$ cat config.mk
export PLATFORM = sky130hd
export DESIGN_NAME = dag_op_arbiter
export DESIGN_NICKNAME = d
export VERILOG_FILES = /design/src/rtl/dag_sched_pkg.sv /design/src/rtl/dag_rr_pick.sv /design/src/rtl/dag_op_arbiter.sv
export SDC_FILE = /design/constraint.sdc
export NUM_CORES = 1
export LEC_CHECK = 0
export CORE_AREA = 4 4 63 65
export CTS_CLUSTER_DIAMETER = 100
export DETAILED_ROUTE_END_ITERATION = 6
export DIE_AREA = 0 0 67 69
export GPL_TIMING_DRIVEN = 0
export PLACE_DENSITY = 0.78
export SETUP_SLACK_MARGIN = 0.2
export SLEW_MARGIN = 40
export SYNTH_ARGS = -nofsm -noshare
export SYNTH_HDL_FRONTEND = slang
export SYNTH_SLANG_ARGS = --single-unit
$ cat constraint.sdc
create_clock -name clock -period 7.9 [get_ports clock]
set_clock_uncertainty 0.15 [all_clocks]
set_input_delay 1.185 -clock clock [delete_from_list [all_inputs] [get_ports clock]]
set_output_delay 1.185 -clock clock [all_outputs]
set_load 0.01 [all_outputs]
$ cat src/rtl/dag_sched_pkg.sv
// Shared constants and types for the DAG operation scheduler: requester count,
// id width, default operand width and the opcode encoding.
package dag_sched_pkg;

    localparam int BITS_DEFAULT = 2;
    localparam int NREQ         = 4;
    localparam int ID_W         = 2;

    typedef enum logic {
        OP_AND  = 1'b0,
        OP_XAND = 1'b1
    } op_e;

    // Result of one operation: a&b, or a^(a&b) for the XOR-of-AND opcode.
    function automatic logic [BITS_DEFAULT-1:0] op_eval(
        input op_e                    opc,
        input logic [BITS_DEFAULT-1:0] a,
        input logic [BITS_DEFAULT-1:0] and_ab
    );
        return (opc == OP_XAND) ? (a ^ and_ab) : and_ab;
    endfunction

endpackage

$ cat src/rtl/dag_rr_pick.sv
// Round-robin picker: first requester at or after rr_ptr (mod NREQ) wins.
// Purely combinational; en=0 suppresses every grant.
module dag_rr_pick
    import dag_sched_pkg::*;
(
    input  logic [NREQ-1:0] req,
    input  logic [ID_W-1:0] rr_ptr,
    input  logic            en,
    output logic [NREQ-1:0] grant,
    output logic [ID_W-1:0] idx,
    output logic            any
);

    logic [NREQ-1:0] rot_req;
    logic [ID_W-1:0] off;

    // rot_req[k] is the request sitting k places after the pointer.
    generate
        for (genvar gi = 0; gi < NREQ; gi++) begin : g_rot
            assign rot_req[gi] = req[rr_ptr + ID_W'(gi)];
        end
    endgenerate

    always_comb begin
        off = '0;
        for (int k = NREQ - 1; k >= 0; k--) begin
            if (rot_req[k]) begin
                off = ID_W'(k);
            end
        end
    end

    assign any = en & (|rot_req);
    assign idx = rr_ptr + off;

    generate
        for (genvar gi = 0; gi < NREQ; gi++) begin : g_grant
            assign grant[gi] = any && (idx == ID_W'(gi));
        end
    endgenerate

endmodule

$ cat src/rtl/dag_op_arbiter.sv
// Round-robin arbiter feeding a two-stage AND / XOR-of-AND pipeline.
// Grant is combinational; the result appears two clocks after the grant cycle.
module dag_op_arbiter
    import dag_sched_pkg::*;
#(
    parameter int BITS = BITS_DEFAULT,
    parameter int NREQ = dag_sched_pkg::NREQ
) (
    input  logic                 clock,
    input  logic                 reset,
    input  logic [NREQ-1:0]      req,
    input  logic [NREQ-1:0]      op,
    input  logic [NREQ*BITS-1:0] a_in,
    input  logic [NREQ*BITS-1:0] b_in,
    input  logic                 pause,
    output logic [NREQ-1:0]      grant,
    output logic                 out_valid,
    output logic [ID_W-1:0]      out_id,
    output logic [BITS-1:0]      out_data,
    output logic                 busy,
    output logic [7:0]           done_cnt
);

    logic [ID_W-1:0] rr_q, rr_d;
    logic [ID_W-1:0] pick_idx;
    logic            pick_any;
    logic [NREQ-1:0] pick_grant;

    logic            s1_v_q, s1_v_d;
    op_e             s1_op_q, s1_op_d;
    logic [ID_W-1:0] s1_id_q, s1_id_d;
    logic [BITS-1:0] s1_a_q, s1_a_d;
    logic [BITS-1:0] s1_and_q, s1_and_d;

    logic            out_valid_q, out_valid_d;
    logic [ID_W-1:0] out_id_q, out_id_d;
    logic [BITS-1:0] out_data_q, out_data_d;
    logic [7:0]      done_q, done_d;

    logic [BITS-1:0] a_arr [NREQ];
    logic [BITS-1:0] b_arr [NREQ];

    generate
        for (genvar gi = 0; gi < NREQ; gi++) begin : g_slice
            assign a_arr[gi] = a_in[gi*BITS +: BITS];
            assign b_arr[gi] = b_in[gi*BITS +: BITS];
        end
    endgenerate

    // Reset blocks grants in the same cycle, so nothing is captured then.
    dag_rr_pick u_pick (
        .req    (req),
        .rr_ptr (rr_q),
        .en     (~pause & ~reset),
        .grant  (pick_grant),
        .idx    (pick_idx),
        .any    (pick_any)
    );

    assign grant = pick_grant;

    always_comb begin
        rr_d        = rr_q;
        s1_v_d      = pick_any;
        s1_op_d     = s1_op_q;
        s1_id_d     = s1_id_q;
        s1_a_d      = s1_a_q;
        s1_and_d    = s1_and_q;
        out_valid_d = s1_v_q;
        out_id_d    = out_id_q;
        out_data_d  = out_data_q;
        done_d      = done_q + {7'd0, out_valid_q};
        if (pick_any) begin
            rr_d     = pick_idx + 1'b1;
            s1_op_d  = op_e'(op[pick_idx]);
            s1_id_d  = pick_idx;
            s1_a_d   = a_arr[pick_idx];
            s1_and_d = a_arr[pick_idx] & b_arr[pick_idx];
        end
        if (s1_v_q) begin
            out_id_d   = s1_id_q;
            out_data_d = (s1_op_q == OP_XAND) ? (s1_a_q ^ s1_and_q) : s1_and_q;
        end
    end

    always_ff @(posedge clock) begin
        if (reset) begin
            rr_q        <= '0;
            s1_v_q      <= 1'b0;
            s1_op_q     <= OP_AND;
            s1_id_q     <= '0;
            s1_a_q      <= '0;
            s1_and_q    <= '0;
            out_valid_q <= 1'b0;
            out_id_q    <= '0;
            out_data_q  <= '0;
            done_q      <= '0;
        end else begin
            rr_q        <= rr_d;
            s1_v_q      <= s1_v_d;
            s1_op_q     <= s1_op_d;
            s1_id_q     <= s1_id_d;
            s1_a_q      <= s1_a_d;
            s1_and_q    <= s1_and_d;
            out_valid_q <= out_valid_d;
            out_id_q    <= out_id_d;
            out_data_q  <= out_data_d;
            done_q      <= done_d;
        end
    end

    assign out_valid = out_valid_q;
    assign out_id    = out_id_q;
    assign out_data  = out_data_q;
    assign done_cnt  = done_q;
    assign busy      = s1_v_q | out_valid_q;

endmodule

## Yosys cells after proc, flatten, opt, wreduce, memory -nomap -nowiden

Index checks and enable logic that the tools add are counted.

- Bits in registers: 23
- Input port bits: 27
- Output and inout port bits: 18
- Logic and storage cells: 60

- Add/subtract/negate cells: 6
- Order comparisons: 6
- Equal/unequal tests: 3
- Mux-type cells: 21
- Bitwise logic cells: 8
- Reduce and logical (&&, ||, !) cells: 6

Operator list:

| kind | number |
|---|---|
| 2-to-1 mux 2 bit | 9 |
| < comparator 2 x 3 -> 1 bit, second input constant | 5 |
| binary-select mux 1 bit (select 2 bit) | 5 |
| adder 8 x 1 -> 8 bit | 1 |
| binary-select mux 2 bit (select 2 bit) | 2 |
| 2-to-1 mux 1 bit | 5 |
| adder 2 x 1 -> 2 bit, second input constant | 2 |
| adder 2 bit, second input constant | 2 |
| equality test 2 bit, second input constant | 2 |
| logical AND 1 bit | 4 |
| OR reduction 4 bit | 1 |
| >= comparator 3 bit, second input constant | 1 |
| inverter 2 -> 3 bit | 1 |
| adder 2 bit | 1 |
| bitwise AND 1 bit | 2 |
| bitwise AND 2 bit | 1 |
| equality test 2 x 1 -> 1 bit, second input constant | 1 |
| zero test 2 bit | 1 |
| inverter 1 bit | 2 |
| XOR 2 bit | 1 |
| bitwise OR 1 bit | 1 |

## Logic depth before layout (Yosys ltp)

Gate-level depths: netlist (run 1).

- Word-level depth: 13
- Gate-level depth with buffers: 13
- Mapped depth without buffers: 11

## Cells and area by module

From an unflattened synthesis (run 1), not the netlist that was laid out.

- Cells, all modules: 133
- Area total of the unflattened synthesis: 1298.7 µm²

Modules (own cells, without submodules):

| module | times used | cells an instance | area each (µm²) |
|---|---|---|---|
| dag_op_arbiter | 1 | 97 | 999.7 |
| dag_rr_pick | 1 | 36 | 299.0 |

## Least setup slack after synthesis (run 1)

Ideal clock, no wire load.

- Path type: input-to-output
- Start point: input port req[2]
- End point: output port grant[0]
- Arrival time: 3.126 ns
- Data required time: 6.565 ns
- Slack: 3.439 ns
- Stages: 11
- Cell sequence: buf_6 nand2_1 nor2_1 a211oi_1 a21oi_1 a211o_1 ha_1 xnor2_1 clkbuf_1 xnor2_1 nor3_1

- Word-level cells in the longest chain between the ends: 9
- Elaborated cells between the ends (all ways): 17

RTL lines:

| item | line | text |
|---|---|---|
| from (decl) | dag_op_arbiter.sv:11 | `input logic [NREQ-1:0] req,` |
| binary-select mux 1 bit (select 2 bit) | dag_rr_pick.sv:20 | `assign rot_req[gi] = req[rr_ptr + ID_W'(gi)];` |
| 2-to-1 mux 1 bit (not written as such) | dag_rr_pick.sv:20 |  |
| 2-to-1 mux 2 bit (4 in a row) | dag_rr_pick.sv:27 | `if (rot_req[k]) begin` |
| adder 2 bit | dag_rr_pick.sv:34 | `assign idx = rr_ptr + off;` |
| zero test 2 bit | dag_rr_pick.sv:38 | `assign grant[gi] = any && (idx == ID_W'(gi));` |
| logical AND 1 bit (*) | dag_rr_pick.sv:38 |  |
| to (decl) | dag_op_arbiter.sv:16 | `output logic [NREQ-1:0] grant,` |

Mark *: on every way between the ends. The rest lies on a longest branch, timed or not. The select of a mux whose other input is x is not followed.

## Worst setup path in the final report (run 1)

- Start point: input port req[1]
- End point: output port grant[0]

The elaborated chain is that of the path after synthesis.

==> metrics.csv, run 1 <==
stage,metric,value,unit
status,outcome,finished clean,
logic_synthesis,synth_simple_gate_area_share,23.9,%
cts,cts_num_sinks,23,
critical_path,cp_max_fo,10,
cts,cts_setup_buffers,0,
timing,fmax,179,MHz
placement,port_buffers,42,
logic_synthesis,yosys.area.top_type,dfxtp_1,
timing,rsz0062_at_grt,false,
power_and_ir_drop,internal-power,251,uW
route,num_vias,1315,
logic_synthesis,synthMuxAreaShare,9.58,%
logic_synthesis,ys.flop_type,dfxtp_1,
route,drc_errors,0,
logic_synthesis,yosysSeqAreaShare,31.5,%
route,wire_per_inst,11.3,microns
logic_synthesis,syn_nets,202,
route,postRouteAntennaNets,0,
critical_path,slowest_stage,clkdlybuf4s50_1,
worst_hold_path,hold_path.startpoint,s1_id_q[0],
power_and_ir_drop,sequentialPowerShare,35.4,%
logic_synthesis,yosysMostFrequentCell,nand2_1,
die,die_y,69,microns
timing,drv_slew,0,
logic_synthesis,syn_area,0.00146,sq mm
timing,final.period_utilization,70.7,%
cells_and_area,final_area,0.00197,sq mm
placement,placed_cells,260,
placement,dpl_cell_area,0.00194,sq mm
placement,gp_congestion,0.761,
cts,htree_levels,1,
cts,ctsResizeCount,0,
cells_and_area,drive_gt1_share,7.80,%
worst_hold_path,whs_path_depth,2,
timing,hold_viol,0,
cts,tritoncts,yes,
cells_and_area,final.fill_count,312,
critical_path,reg2reg_to,s1_and_q[0],
cts,numCtsBuffers,3,
timing,relSlewSlack,55.9,%
logic_synthesis,ys_warn_count,0,
power_and_ir_drop,combPwrFrac,51.5,%
cts,cts_hold_buffers,0,
logic_synthesis,synth_top_family_by_area,simple AND/OR/NAND/NOR gates,
logic_synthesis,synth_xor_area_share,8.73,%
cells_and_area,fin_cells,264,
worst_hold_path,holdPathEnd,s1_id_q[0],
critical_path,crit_chain,clkdlybuf4s50_1 > nor2_1 > a211oi_1 > a21oi_1 > a211o_1 > ha_1 > xnor2_1 > clkbuf_1 > xnor2_1 > nor3_1 > clkdlybuf4s50_1,
critical_path,critPathTopFamily,buffers and inverters,
timing,tightest_slew,0.660,ns
cts,root_buffer,clkbuf_4,
die,die-area,0.00462,sq mm
global_routing,grt_pass1_vias,1273,
timing,setup-tns-final,0,ns
global_routing,grt_pass1_wl,5310,microns
logic_synthesis,yosys.area_share.adder,2.57,%
critical_path,critPathRequiredTime,6.57,ns
critical_path,critPathArrivalTime,4.25,ns
critical_path,slowest_delay,0.61,ns
power_and_ir_drop,p_clk_share,13.1,%
worst_hold_path,hold_path.class,flip-flop to flip-flop,
route,viasPerCell,4.98,
logic_synthesis,synth_compound_area_share,16.3,%
timing,setup_violations,0,
global_routing,antenna_found_initial,0,
critical_path,reg2reg_from,rr_q[0],
cts,clk_pin_slew_worst_paths,0.12,ns
critical_path,start_kind,input pin,
critical_path,end_kind,output port,
logic_synthesis,yosys.area.top_type_share,31.5,%
power_and_ir_drop,p_sw,148,uW
die,rows,21,
logic_synthesis,avgSynthCellArea,8.50,sq um
cts,clkLatencyLatePin,0.30,ns
die,initial_core_util,43.8,%
global_routing,grt_max_degree,14,
logic_synthesis,synth-seq-cells,23,
cts,clockBufferDepth,2,
power_and_ir_drop,ir_drop,0.113,mV
power_and_ir_drop,powerDensity,203,mW/mm^2
logic_synthesis,synth-edff-count,0,
logic_synthesis,synthCells,172,
placement,place_hpwl,2410,microns
route,drtIter0Drc,56,
logic_synthesis,async_flop_share,0,%
die,ios,45,
critical_path,cp.buffers_inverters,3,
die,core-area,0.00334,sq mm
flow_run,drv_cap,0,
cells_and_area,nets,249,
critical_path,ff2ff_setup_slack,5.11,ns
power_and_ir_drop,p_leak,0.801,nW
route,drtPass1Iterations,4,
logic_synthesis,synthDistinctLibCells,34,
cells_and_area,antenna_cells,0,
timing,period_needed,5.59,ns
logic_synthesis,synth_commonest_cells,"nand2_1, nor2_1, dfxtp_1, mux2i_1",
cells_and_area,syn2layout_area_growth,34.6,%
global_routing,gr-total-overflow,0,
die,die-width,67,microns
logic_synthesis,synth_top_cells_by_area,"dfxtp_1, mux2i_1, nand2_1",
power_and_ir_drop,switching_share,37.1,%
critical_path,r2r_cells,12,
critical_path,critPathKind,input pin to output port,
global_routing,grt_usage,13.6,%
route,routed_wl,2970,microns
-- worst register-to-register path, cell delays in order, from the launching register on --
cell and delay [ns]:
dfxtp_1 0.45, buf_8 0.16, nor2_1 0.05, a211oi_1 0.21, a21oi_1 0.06, a211o_1 0.27, ha_1 0.28, clkbuf_8 0.16
clkbuf_1 0.35, a32oi_1 0.19, nand2_1 0.10, mux2i_1 0.07, o31ai_1 0.21
-- logic make-up after synthesis --
kind of cell | Yosys count
xor+xnor | 13
flops | 23
compound gates | 28
buf+inv | 14
simple gates | 77
fa+ha+maj | 3
mux | 14
-- sequential cells by signal, indices dropped and copies added, names as in the netlist --
name and count:
done_cnt 8, out_data 2, out_id 2, rr_q 2
s1_a_q 2, s1_and_q 2, s1_id_q 2, out_valid 1
out_valid_d 1, s1_op_q 1
-- area by class of cell --
| type | count | area, sq um | share of cell area (%) |
|---|---|---|---|
| clock inverters | 1 | 5.00 | 0.254 |
| inverters | 2 | 7.51 | 0.381 |
| well taps | 46 | 57.6 | 2.92 |
| repair buffers | 42 | 420 | 21.4 |
| flip-flops and latches | 23 | 460 | 23.4 |
| multi-input cells | 135 | 892 | 45.3 |
| plain buffers | 12 | 103 | 5.21 |
| clock buffers | 3 | 22.5 | 1.14 |
-- cell usage in the layout (no fill, tap or decap) --
| cell type | count |
|---|---|
| nand2b_1 | 1 |
| clkbuf_4 | 3 |
| nor2b_1 | 7 |
| a32o_2 | 1 |
| and3_1 | 2 |
| nand3_1 | 4 |
| xnor3_1 | 1 |
| xnor2_1 | 5 |
| a21oi_1 | 7 |
| nand2b_2 | 1 |
| clkinv_2 | 1 |
| nand2_1 | 27 |
| clkdlybuf4s50_1 | 42 |
| mux2i_1 | 14 |
| a211o_1 | 2 |
| xor2_1 | 7 |
| buf_4 | 1 |
| ha_1 | 3 |
| clkbuf_8 | 2 |
| buf_8 | 1 |
| or2_2 | 1 |
| inv_1 | 2 |
| nor4_1 | 1 |
| buf_6 | 3 |
| a211oi_1 | 4 |
| nor3_1 | 4 |
| o32ai_2 | 2 |
| a31oi_1 | 1 |
| clkbuf_1 | 3 |
| nand3b_1 | 4 |
| buf_1 | 2 |
| dfxtp_1 | 23 |
| a32oi_4 | 1 |
| nor2_1 | 25 |
| o21ai_1 | 1 |
| a32oi_1 | 4 |
| o31ai_1 | 5 |
-- power by group through the flow --
| stage | clock network, mW | logic (mW) | registers [mW] |
|---|---|---|---|
| finish | 0.0521 | 0.205 | 0.141 |
| global route | 0.0599 | 0.230 | 0.144 |
| CTS | 0.0543 | 0.206 | 0.141 |
| detailed placement | 0 | 0.204 | 0.144 |
| global placement | 0 | 0.202 | 0.144 |
| floorplan | 0 | 0.155 | 0.143 |
-- how the worst max path moves through the flow --
| stage | start | endpoint | slack (ns) | cells after the start |
|---|---|---|---|---|
| 6_report | req[1] | grant[0] | 2.31 | 11 |
| 5_1_grt | req[1] | grant[0] | 2.07 | 11 |
| 4_1_cts | req[1] | grant[0] | 2.31 | 11 |
| 3_5_place_dp | req[1] | grant[0] | 2.32 | 11 |
| 3_3_place_gp | req[1] | grant[0] | 2.37 | 11 |
| 2_1_floorplan | req[2] | grant[0] | 3.44 | 11 |
-- layer usage --
layer / GRT usage, % / routed length [microns] / vias up
met1: 18.8 / 1440 / 581
met3: 1.46 / 143 / 0
met5: 0 / 0 / -
met4: 2.70 / 0 / 0
met2: 22.6 / 1390 / 42
li1: - / - / 692
-- metrics by stage --
| stage | total power, mW | hold slack, ns | setup slack (ns) | utilization [%] |
|---|---|---|---|---|
| finish | 0.399 | 0.316 | 2.31 | 59.0 |
| global route | 0.434 | 0.345 | 2.07 | 59.0 |
| CTS | 0.401 | 0.317 | 2.31 | 59.0 |
| detailed placement | 0.348 | 0.300 | 2.32 | 58.2 |
| global placement | 0.346 | 0.294 | 2.37 | 58.2 |
| floorplan | 0.298 | 0.286 | 3.44 | - |
Power figures use the tool's default switching activity.
==> run 2, diff against run 1 <==
Clock period 7.9 ns to 5.55 ns, I/O delays scaled along.
==> results of run 2 <==
Same layout as run 1 (identical final DEF). Status: finished clean.
Main changes from that run: setup slack after placement 2.32 ns -> 0.680 ns; setup slack after layout 2.31 ns -> 0.667 ns; register-to-register setup slack 5.11 ns -> 2.76 ns; total power 0.399 mW -> 0.567 mW; worst IR drop on VDD 0.113 mV -> 0.160 mV
